==> src/rtl/uart_tx_engine.sv <==
// UART transmit engine: start bit, 8 data bits LSB first, optional parity, stop bit.
// Define UART_TX_PARITY_EN to build in the parity bit (honours parity_odd).
module uart_tx_engine #(
    parameter int unsigned BAUD_DIV = 10416
) (
    input  logic       clk,
    input  logic       reset,
    input  logic       load,
    input  logic [7:0] din,
    input  logic       parity_odd,
    output logic       tx,
    output logic       tx_ready,
    output logic       tx_done
);

    localparam int unsigned    CNT_W    = (BAUD_DIV > 1) ? $clog2(BAUD_DIV) : 1;
    localparam logic [CNT_W-1:0] CNT_LAST = CNT_W'(BAUD_DIV - 1);

`ifdef UART_TX_PARITY_EN
    typedef enum logic [2:0] {IDLE, START, DATA, PARITY, STOP} state_t;
`else
    typedef enum logic [2:0] {IDLE, START, DATA, STOP} state_t;
`endif

    state_t           state_q, state_d;
    logic [CNT_W-1:0] cnt_q, cnt_d;
    logic [2:0]       idx_q, idx_d;
    logic [7:0]       data_q, data_d;
    logic             tx_q, tx_d;
    logic             ready_q, ready_d;
    logic             done_q, done_d;
    logic             bit_end;

`ifdef UART_TX_PARITY_EN
    logic             podd_q, podd_d;
`else
    logic             unused_parity_odd;
    assign unused_parity_odd = parity_odd;
`endif

    always_comb begin
        state_d = state_q;
        cnt_d   = cnt_q;
        idx_d   = idx_q;
        data_d  = data_q;
`ifdef UART_TX_PARITY_EN
        podd_d  = podd_q;
`endif
        bit_end = (cnt_q == CNT_LAST);

        if (state_q != IDLE) begin
            cnt_d = bit_end ? '0 : cnt_q + 1'b1;
        end

        case (state_q)
            IDLE: begin
                if (load) begin
                    data_d  = din;
`ifdef UART_TX_PARITY_EN
                    podd_d  = parity_odd;
`endif
                    cnt_d   = '0;
                    state_d = START;
                end
            end
            START: begin
                if (bit_end) begin
                    idx_d   = '0;
                    state_d = DATA;
                end
            end
            DATA: begin
                if (bit_end) begin
                    if (idx_q == 3'd7) begin
`ifdef UART_TX_PARITY_EN
                        state_d = PARITY;
`else
                        state_d = STOP;
`endif
                    end else begin
                        idx_d = idx_q + 3'd1;
                    end
                end
            end
`ifdef UART_TX_PARITY_EN
            PARITY: begin
                if (bit_end) state_d = STOP;
            end
`endif
            STOP: begin
                if (bit_end) state_d = IDLE;
            end
            default: state_d = IDLE;
        endcase

        // Outputs are derived from the next state so they register without input-to-output paths.
        tx_d = 1'b1;
        case (state_d)
            START:  tx_d = 1'b0;
            DATA:   tx_d = data_d[idx_d];
`ifdef UART_TX_PARITY_EN
            PARITY: tx_d = (^data_d) ^ podd_d;
`endif
            default: tx_d = 1'b1;
        endcase
        ready_d = (state_d == IDLE);
        done_d  = (state_q == STOP) && (state_d == IDLE);
    end

    always_ff @(posedge clk) begin
        if (reset) begin
            state_q <= IDLE;
            cnt_q   <= '0;
            idx_q   <= '0;
            data_q  <= '0;
            tx_q    <= 1'b1;
            ready_q <= 1'b1;
            done_q  <= 1'b0;
`ifdef UART_TX_PARITY_EN
            podd_q  <= 1'b0;
`endif
        end else begin
            state_q <= state_d;
            cnt_q   <= cnt_d;
            idx_q   <= idx_d;
            data_q  <= data_d;
            tx_q    <= tx_d;
            ready_q <= ready_d;
            done_q  <= done_d;
`ifdef UART_TX_PARITY_EN
            podd_q  <= podd_d;
`endif
        end
    end

    assign tx       = tx_q;
    assign tx_ready = ready_q;
    assign tx_done  = done_q;

endmodule

==> config.mk <==
export PLATFORM = sky130hd
export DESIGN_NAME = uart_tx_engine
export DESIGN_NICKNAME = d
export VERILOG_FILES = /design/src/rtl/uart_tx_engine.sv
export SDC_FILE = /design/constraint.sdc
export NUM_CORES = 1
export LEC_CHECK = 0
export BUFFER_PORTS_ARGS = -buffer_cell sky130_fd_sc_hd__buf_2
export CORE_MARGIN = 3
export CORE_UTILIZATION = 40
export CTS_CLUSTER_SIZE = 30
export DETAILED_ROUTE_END_ITERATION = 10
export GPL_ROUTABILITY_DRIVEN = 0
export SYNTH_ARGS = -nofsm -noshare
export SYNTH_HDL_FRONTEND = slang
export SYNTH_SLANG_ARGS = --single-unit
==> constraint.sdc <==
create_clock -name clk -period 2.1 [get_ports clk]
set_input_delay 0.315 -clock clk [delete_from_list [all_inputs] [get_ports clk]]
set_output_delay 0.315 -clock clk [all_outputs]
set_load 0.1 [all_outputs]
==> flow_summary.toml, run 1 <==
[routing]
drt-wirelength-per-cell_microns = 13.42
drc = 0
met2_wire_length_microns = 1625
drt_first_iter_violations = 90
drt-pass1-iter-count = 4
ant_nets = 0
dr_wl_met3_microns = 113
routed_wl_microns = 3732
routedLengthMet1_microns = 1931
routed-via-count = 1438
vias_per_cell = 5.173
dr.max_layer_used = "met4"

[worst_setup_path]
cp_slowest_stage_delay_ns = 0.36
cp-end-kind = "register"
list_of_cells_traversed_by_the_critical_path = "nor4b_4 -> nand4b_4 -> o31a_1 -> or2_4 -> a2111oi_4 -> nor3_1 -> a211o_1"
crit_arrival_ns = 2.30
slowest_cell_on_the_critical_path = "sky130_fd_sc_hd__nor4b_4"
ff2ff_setup_slack_ns = -0.03
worst_setup_path_start_kind = "register"
crit_fanout = 4
timing_worst_setup_path_type = "reg -> reg"
required_ns = 2.27

[timing]
fmaxAchievable_ghz = 0.4688
finalHoldViolations = 0
drv_slew = 0
min_period_over_period_pct = 101.6
postLayoutSetupSlackWorst_ns = -0.03302
grt_setup_unrepaired = "yes"
timing.final.crit_period_ns = 2.133
setup-violations-final = 1
clock-skew-final_ns = 0.003132

[power]
power_density_nw_per_um2 = 616.4
peakVddDrop_uv = 362.6
finalPower_mw = 1.283
cellLeakagePower_nw = 0.8353

[die]
io_pins = 15
core-area_sq_um = 3744
start_util_pct = 42.35
chipWidth_microns = 68.96
die_y_microns = 68.96
total_die_area_sq_um = 4755
rows = 22

[finish]
layout.cells.non_filler = 278
nNetsFinal = 243
fill_count = 363
insertedDiodeCount = 0
drive_gt1_share_pct = 33.04
area.growth.synth_to_final_pct = 31.33

[clock_tree]
worstSkewPairLatency_ns = 0.28
cts_hold_repair.buffers = 0
numClockSinks = 31
cts-htree-levels = 2
clock-root-buffer = "sky130_fd_sc_hd__clkbuf_8"
clockBufferDepth = 2
clkTransAtPathRegs_ns = 0.06
cts_tree = "yes"
cts_made_buffers = 5

[grt]
number_of_global_route_vias_before_repair = 1367
grt_pass1_wl_microns = 6361
grt_use_total_pct = 18.14
grt_max_degree = 16
grt_antenna_before_repair = 0
overflow_after_grt = 0

[worst_hold_path]
hold_path_class = "in -> reg"

[placement]
placedCellCount = 270
numPortBuffers = 13
dp_hpwl_microns = 2822
detailedPlace.worstSlack_ns = -0.05695

[logic_synthesis]
post_synth_main_area_contributors = "sky130_fd_sc_hd__dfxtp_1 39%, sky130_fd_sc_hd__nor2_1 7.3%, sky130_fd_sc_hd__xor2_1 5.0%, sky130_fd_sc_hd__nand2_1 4.5%, sky130_fd_sc_hd__mux2i_1 3.2%"
synth_cell_types = 47
edff_count_synth = 0
synthArstFlopShare_pct = 0
syn-num-nets = 201
synth.largest_area_cell = "sky130_fd_sc_hd__dfxtp_1"
post-synth-top-area-fraction_pct = 39.15
avgSynthCellArea_sq_um = 8.477
ys_dominant_reg_cell = "sky130_fd_sc_hd__dfxtp_1"
number_of_storage_elements_in_the_synthesis_netlist = 31
mappedNetlistArea_sq_um = 1585
synth.yosys.seq_area_share_pct = 39.15
ys.warnings.count = 0
post_synth_inst_count = 187

[outcome]
outcome = "finished, violations left"
violations = "setup timing"

[job]
max_cap_viol_count = 0
==> Yosys cell counts (3+ instances only) <==
cell type                  instances
sky130_fd_sc_hd__dfxtp_1          31
sky130_fd_sc_hd__o21ai_0           8
sky130_fd_sc_hd__nand3_1           7
sky130_fd_sc_hd__clkbuf_1          4
sky130_fd_sc_hd__mux2i_1           5
sky130_fd_sc_hd__xnor2_1           5
sky130_fd_sc_hd__nand2_1          19
sky130_fd_sc_hd__a211oi_1          3
sky130_fd_sc_hd__xor2_1            9
sky130_fd_sc_hd__a21oi_1           9
sky130_fd_sc_hd__nand2b_1          4
sky130_fd_sc_hd__inv_1             3
sky130_fd_sc_hd__nor3_1            5
sky130_fd_sc_hd__nor2_1           31
sky130_fd_sc_hd__nand4_1           6
==> registers in the layout, indices dropped and copies added, names as in the netlist <==
signal and cells:
cnt_q 14, data_q 8, idx_q 3, state_q 3
tx 1, tx_done 1, tx_ready 1
==> per-stage QoR <==
| stage | instance area [sq um] | setup TNS (ns) | utilization, % | hold WS (ns) |
|---|---|---|---|---|
| after floorplan | 1644 | -0.001037 | - | 0.3841 |
| after global placement | 1941 | 0 | 51.84 | 0.4486 |
| after detailed placement | 1941 | -0.06845 | 51.84 | 0.4513 |
| after CTS | 2047 | -0.04176 | 54.68 | 0.2661 |
| after global routing | 2082 | -0.1281 | 55.62 | 0.2761 |
| final | 2082 | -0.03302 | 55.62 | 0.2708 |
==> critical path: cells and delay by family (launching register included) <==
family / cells / cell delay [ns]
flops: 1 / 0.33
simple gates: 4 / 0.83
compound gates: 3 / 0.85
==> placed cells by master, fill, tap and decap left out, drive strengths merged, types with 3 or more instances in the layout <==
cell / n
nand2: 19
xnor2: 5
nand2b: 4
mux2i: 5
o21ai: 8
nor3: 5
nand3: 7
a21oi: 9
inv: 3
dfxtp: 31
nor2: 31
buf: 42
xor2: 9
clkbuf: 8
nand4: 6
a211oi: 3
==> power by group <==
group | switching (mW) | leakage (nW) | internal, mW
Combinational | 0.0855 | 0.528 | 0.0654
Clock | 0.221 | 0.0515 | 0.299
Sequential | 0.00865 | 0.256 | 0.604
==> cell families after synthesis <==
kind of cell	synth area share [%]
buffers and inverters	3.551
AOI/OAI and AO/OA	15.16
DFF	39.15
other	0.2366
xor gates and xnor gates	7.735
adders and majority gates	1.578
and+or+nand+nor	29.44
muxes	3.157
==> layer usage <==
metal  vias to the layer above  global-route usage, %
met5                         -                      0
met4                         0                  7.786
met3                         6                  5.186
met2                        20                  25.71
met1                       672                  25.32
li1                        740                      -
==> worst paths after layout <==
| check | from | end | cells past startpoint |
|---|---|---|---|
| worst min-delay path | din[6] | data_q[6] | 3 |
| worst min register to register | data_q[6] | data_q[6] | 2 |
| worst max-delay path | cnt_q[8] | tx | 7 |
| worst max register to register | cnt_q[8] | tx | 7 |
==> final cells by class <==
type	instances	area, sq um	area share, %
Clock buffer	8	100.1	4.808
Inverter	3	11.26	0.5409
Multi-Input combinational cell	146	997.2	47.90
Sequential cell	31	630.6	30.29
Tap cell	48	60.06	2.885
Timing Repair Buffer	42	282.8	13.58
==> what timing repair did <==
action | CTS | global route
endpoints found under the setup margin | 2 | 2
buffers inserted | 0 | 0
resized for setup | 2 | 8
pin swaps | 2 | 0
(Power assumes the default switching activity.)
==> run 2: changes to the inputs <==
- BUFFER_PORTS_ARGS: -buffer_cell sky130_fd_sc_hd__buf_2 -> -buffer_cell sky130_fd_sc_hd__clkbuf_2
- PLACE_DENSITY: unset -> 0.65
==> flow_summary.toml, run 2 (synthesized netlist as in run 1, its figures left out) <==
[outcome]
outcome = "finished, violations left"
violations = "setup timing"

[routing]
drc = 0
drt-wirelength-per-cell_microns = 12.59
drt-pass1-iter-count = 4
routed_wl_microns = 3525
ant_nets = 0
drt_first_iter_violations = 103
routed-via-count = 1494
vias_per_cell = 5.336

[finish]
layout_common_cells = "31 x sky130_fd_sc_hd__nor2_1, 31 x sky130_fd_sc_hd__buf_4, 24 x sky130_fd_sc_hd__dfxtp_1"
postLayoutCellArea_sq_um = 2043
area.growth.synth_to_final_pct = 28.89
top_regs = "cnt_q (14), data_q (8)"
fill_count = 375
insertedDiodeCount = 0
nNetsFinal = 245
regMostFlops = "cnt_q"
largest_register_ff_count = 14
drive_gt1_share_pct = 30.17

[worst_setup_path]
crit_arrival_ns = 2.33
required_ns = 2.28
crit_fanout = 4
timing_worst_setup_path_type = "reg -> reg"
worst_setup_path_start_kind = "register"
cp-end-kind = "register"

[clock_tree]
cts_repair_resized_insts = 0
cts_tree = "yes"
cts_hold_repair.buffers = 0
cts-htree-levels = 2
clockBufferDepth = 2
cts_made_buffers = 5
worstSkewPairLatency_ns = 0.29
clock-root-buffer = "sky130_fd_sc_hd__clkbuf_8"
clkTransAtPathRegs_ns = 0.07
post-cts-setup-buffer-count = 0
numClockSinks = 31

[grt]
grt_use_total_pct = 17.82
grt_max_degree = 15
grt_antenna_before_repair = 0
number_of_global_route_vias_before_repair = 1357
overflow_after_grt = 0
grt_pass1_wl_microns = 6175

[die]
chipWidth_microns = 68.96
core-area_sq_um = 3744
die_y_microns = 68.96
rows = 22
total_die_area_sq_um = 4755
io_pins = 15
start_util_pct = 42.35

[timing]
min_period_over_period_pct = 102.3
fmaxAchievable_ghz = 0.4653
grt_setup_unrepaired = "yes"
postLayoutSetupSlackWorst_ns = -0.04900
slew_headroom_pct = 64.20
finalHoldViolations = 0
clock-skew-final_ns = 0.007587
setup-violations-final = 1
setup-tns-final_ns = -0.04900
drv_slew = 0
timing.final.crit_period_ns = 2.149
worst_pin_slew_ns = 0.5393

[worst_hold_path]
hold_path_class = "in -> reg"

[power]
peakVddDrop_uv = 293.6
power_density_nw_per_um2 = 594.7
cellLeakagePower_nw = 0.8365

[placement]
numPortBuffers = 13
detailedPlace.worstSlack_ns = -0.02838
dp_hpwl_microns = 2668
postPlaceCellArea_sq_um = 1956

[job]
max_cap_viol_count = 0
run 2: changes by cell type in the layout (fill, tap and decap cells not counted), sizes merged:
| cell | before | now |
|---|---|---|
| buf | 42 | 31 |
| clkbuf | 8 | 20 |
| clkinv | 0 | 1 |
run 2: critical path: stages, from the launching register on:
cell	delay [ns]
sky130_fd_sc_hd__dfxtp_1	0.34
sky130_fd_sc_hd__ha_4	0.16
sky130_fd_sc_hd__and2_4	0.15
sky130_fd_sc_hd__o21a_1	0.16
sky130_fd_sc_hd__o31a_1	0.29
sky130_fd_sc_hd__or2_4	0.29
sky130_fd_sc_hd__a2111oi_4	0.34
sky130_fd_sc_hd__nor3_2	0.06
sky130_fd_sc_hd__a211o_1	0.26
run 2: path summary, 6_finish.rpt:
kind         slack, ns  depth (start not counted)         to  startpoint
max              -0.05                          8         tx    idx_q[1]
min reg2reg       0.46                          2  data_q[6]   data_q[6]
max reg2reg      -0.05                          8         tx    idx_q[1]
min               0.24                          3  data_q[7]      din[7]
run 2: layer usage:
metal | up-vias | wire length, microns | GRT usage (%)
met4 | 0 | 64 | 8.029
met2 | 40 | 1535 | 27.86
li1 | 745 | - | -
met5 | - | 0 | 0
met1 | 700 | 1708 | 22.76
met3 | 9 | 217 | 4.862
run 2: area by class of cell:
cell class / instances / area (sq um) / area share, %
Clock inverter: 1 / 5.005 / 0.2449
Timing Repair Buffer: 44 / 297.8 / 14.57
Clock buffer: 7 / 76.32 / 3.735
Tap cell: 48 / 60.06 / 2.939
Multi-Input combinational cell: 146 / 963.4 / 47.15
Sequential cell: 31 / 629.4 / 30.80
Inverter: 3 / 11.26 / 0.5511
run 2: power breakdown:
group	internal [mW]	switching, mW	total, mW
combinational	0.0657	0.0828	0.149
sequential	0.604	0.00948	0.613
clock	0.232	0.221	0.453
run 2: stage by stage:
stage                     instances  hold WS, ns  util [%]  power, mW
after floorplan                 187       0.3841         -     0.7221
after global placement          272       0.4461     52.24     0.7709
after detailed placement        272       0.4492     52.24     0.7738
after CTS                       280       0.2341     54.41      1.232
after global routing            280       0.2686     54.58      1.270
final                           280       0.2402     54.58      1.215
==> run 3: changes to the inputs <==
- CORE_MARGIN: 3 -> 10
- GPL_TIMING_DRIVEN: unset -> 0
==> flow_summary.toml, run 3 (synthesized netlist as in run 1, its figures left out) <==
[outcome]
outcome = "finished, violations left"
violations = "setup timing"

[finish]
insertedDiodeCount = 0
final_util_pct = 52.71
nNetsFinal = 231
fill_count = 370
register_area_sq_um = 640.6
layout_commonest_cell = "sky130_fd_sc_hd__nor2_1"
top_regs = "cnt_q (14), data_q (8)"
postLayoutCellArea_sq_um = 1973
regMostFlops = "cnt_q"
layout_common_cells = "31 x sky130_fd_sc_hd__nor2_1, 21 x sky130_fd_sc_hd__dfxtp_1, 19 x sky130_fd_sc_hd__nand2_1"
largest_register_ff_count = 14
multi_input_area_sq_um = 983.4
drive_gt1_share_pct = 27.52
area.growth.synth_to_final_pct = 24.47

[timing]
finalHoldViolations = 0
fmaxAchievable_ghz = 0.4602
postLayoutSetupSlackWorst_ns = -0.07286
timing.final.crit_period_ns = 2.173
drv_slew = 0
grt_setup_unrepaired = "yes"
worst_pin_slew_ns = 0.5416
setup-violations-final = 1
min_period_over_period_pct = 103.5
clock-skew-final_ns = 0.004467
slew_headroom_pct = 64.05

[placement]
dp_hpwl_microns = 2432
numPortBuffers = 13
postPlaceCellArea_sq_um = 1769
detailedPlace.worstSlack_ns = -0.2309

[power]
share_seq_of_total_power_pct = 50.9
comb_power_share_pct = 12.0
internal-power_uw = 897.2
switch_share_pct = 25.56
peakVddDrop_uv = 395.2
p_clk_share_pct = 37.1
cellLeakagePower_nw = 0.7621
net-switching-power_uw = 308.0
power_density_nw_per_um2 = 610.8

[die]
io_pins = 15
chipWidth_microns = 82.96
die_y_microns = 82.96
core-area_sq_um = 3744
rows = 22
start_util_pct = 42.35
total_die_area_sq_um = 6882

[clock_tree]
cts_hold_repair.buffers = 0
cts_made_buffers = 5
clock-root-buffer = "sky130_fd_sc_hd__clkbuf_8"
clkTransAtPathRegs_ns = 0.07
cts_tree = "yes"
worstSkewPairLatency_ns = 0.27
clockBufferDepth = 2
numClockSinks = 31
cts-htree-levels = 2

[routing]
ant_nets = 0
dr.max_layer_used = "met4"
drt-wirelength-per-cell_microns = 13.39
vias_per_cell = 5.124
routedLengthMet1_microns = 1791
drc = 0
routed_wl_microns = 3563
routed-via-count = 1363
met2_wire_length_microns = 1568
drt-pass1-iter-count = 4
drt_first_iter_violations = 88
dr_wl_met3_microns = 189

[worst_setup_path]
slowest_cell_on_the_critical_path = "sky130_fd_sc_hd__dfxtp_2"
cp_slowest_stage_delay_ns = 0.34
crit_fanout = 4
timing_worst_setup_path_type = "reg -> reg"
required_ns = 2.27
crit_arrival_ns = 2.34
cp-end-kind = "register"
list_of_cells_traversed_by_the_critical_path = "ha_1 -> nand2_1 -> and4b_2 -> a41o_1 -> or2_4 -> a2111oi_4 -> nor3_1 -> a211o_1"
worst_setup_path_start_kind = "register"

[grt]
grt_pass1_wl_microns = 6196
grt_use_total_pct = 10.20
grt_max_degree = 11
grt_antenna_before_repair = 0
overflow_after_grt = 0
number_of_global_route_vias_before_repair = 1342

[job]
max_cap_viol_count = 0

[worst_hold_path]
hold_path_class = "in -> reg"
[run 3: cell types whose count changed in the layout (fill, tap and decap cells not counted), moves of 2 or more]
cell                       before  now
sky130_fd_sc_hd__buf_4         31   12
sky130_fd_sc_hd__buf_6          0    3
sky130_fd_sc_hd__dfxtp_1       24   21
sky130_fd_sc_hd__dfxtp_4        0    3
sky130_fd_sc_hd__clkbuf_1       2    4
[run 3: what timing repair did]
item                                    in CTS  in global routing
gates resized for setup                      9                  9
setup buffers                                7                  4
pin swaps                                    5                  7
endpoints found under the hold margin        0                  0
endpoints found under the setup margin      11                 12
[run 3: power groups by stage]
| stage | Combinational (mW) | Sequential, mW | Clock [mW] |
|---|---|---|---|
| 5_1_grt | 0.162 | 0.615 | 0.485 |
| 2_1_floorplan | 0.0856 | 0.637 | 0 |
| 3_3_place_gp | 0.126 | 0.629 | 0 |
| 3_5_place_dp | 0.127 | 0.629 | 0 |
| 4_1_cts | 0.134 | 0.615 | 0.457 |
| 6_report | 0.145 | 0.614 | 0.447 |
[run 3: through the flow]
stage	hold WS, ns	cells	setup TNS (ns)	total power [mW]
final	0.2557	266	-0.07286	1.205
after global routing	0.2722	266	-0.2102	1.261
after CTS	0.2521	262	-0.07795	1.205
after detailed placement	0.4496	248	-2.291	0.7562
after global placement	0.4444	248	-2.566	0.7550
after floorplan	0.3841	187	-0.001037	0.7221
[run 3: layout make-up]
cell class	instances	area share [%]
Inverter	3	0.5707
Timing Repair Buffer	24	7.483
Clock buffer	7	3.868
Buffer	6	2.473
Clock inverter	1	0.2536
Tap cell	48	3.044
Sequential cell	31	32.47
Multi-Input combinational cell	146	49.84
[run 3: path summary, 6_finish.rpt]
check             startpoint  slack [ns]  cells after the start        end
setup / recovery    cnt_q[0]       -0.07                      8         tx
hold / removal        din[6]        0.26                      3  data_q[6]
setup reg to reg    cnt_q[0]       -0.07                      8         tx
hold reg to reg    data_q[7]        0.46                      2  data_q[7]
[run 3: per-layer routing]
layer	vias up	track usage (%)
li1	717	-
met1	615	13.42
met2	29	15.15
met3	2	3.516
met4	0	3.077
met5	-	0
[run 3: critical path: cells and delay by family, from the launching register on]
family / cells / cell delay (ns)
simple gates: 4 / 0.76
fa+ha+maj: 1 / 0.21
compound gates: 3 / 0.76
flops: 1 / 0.34
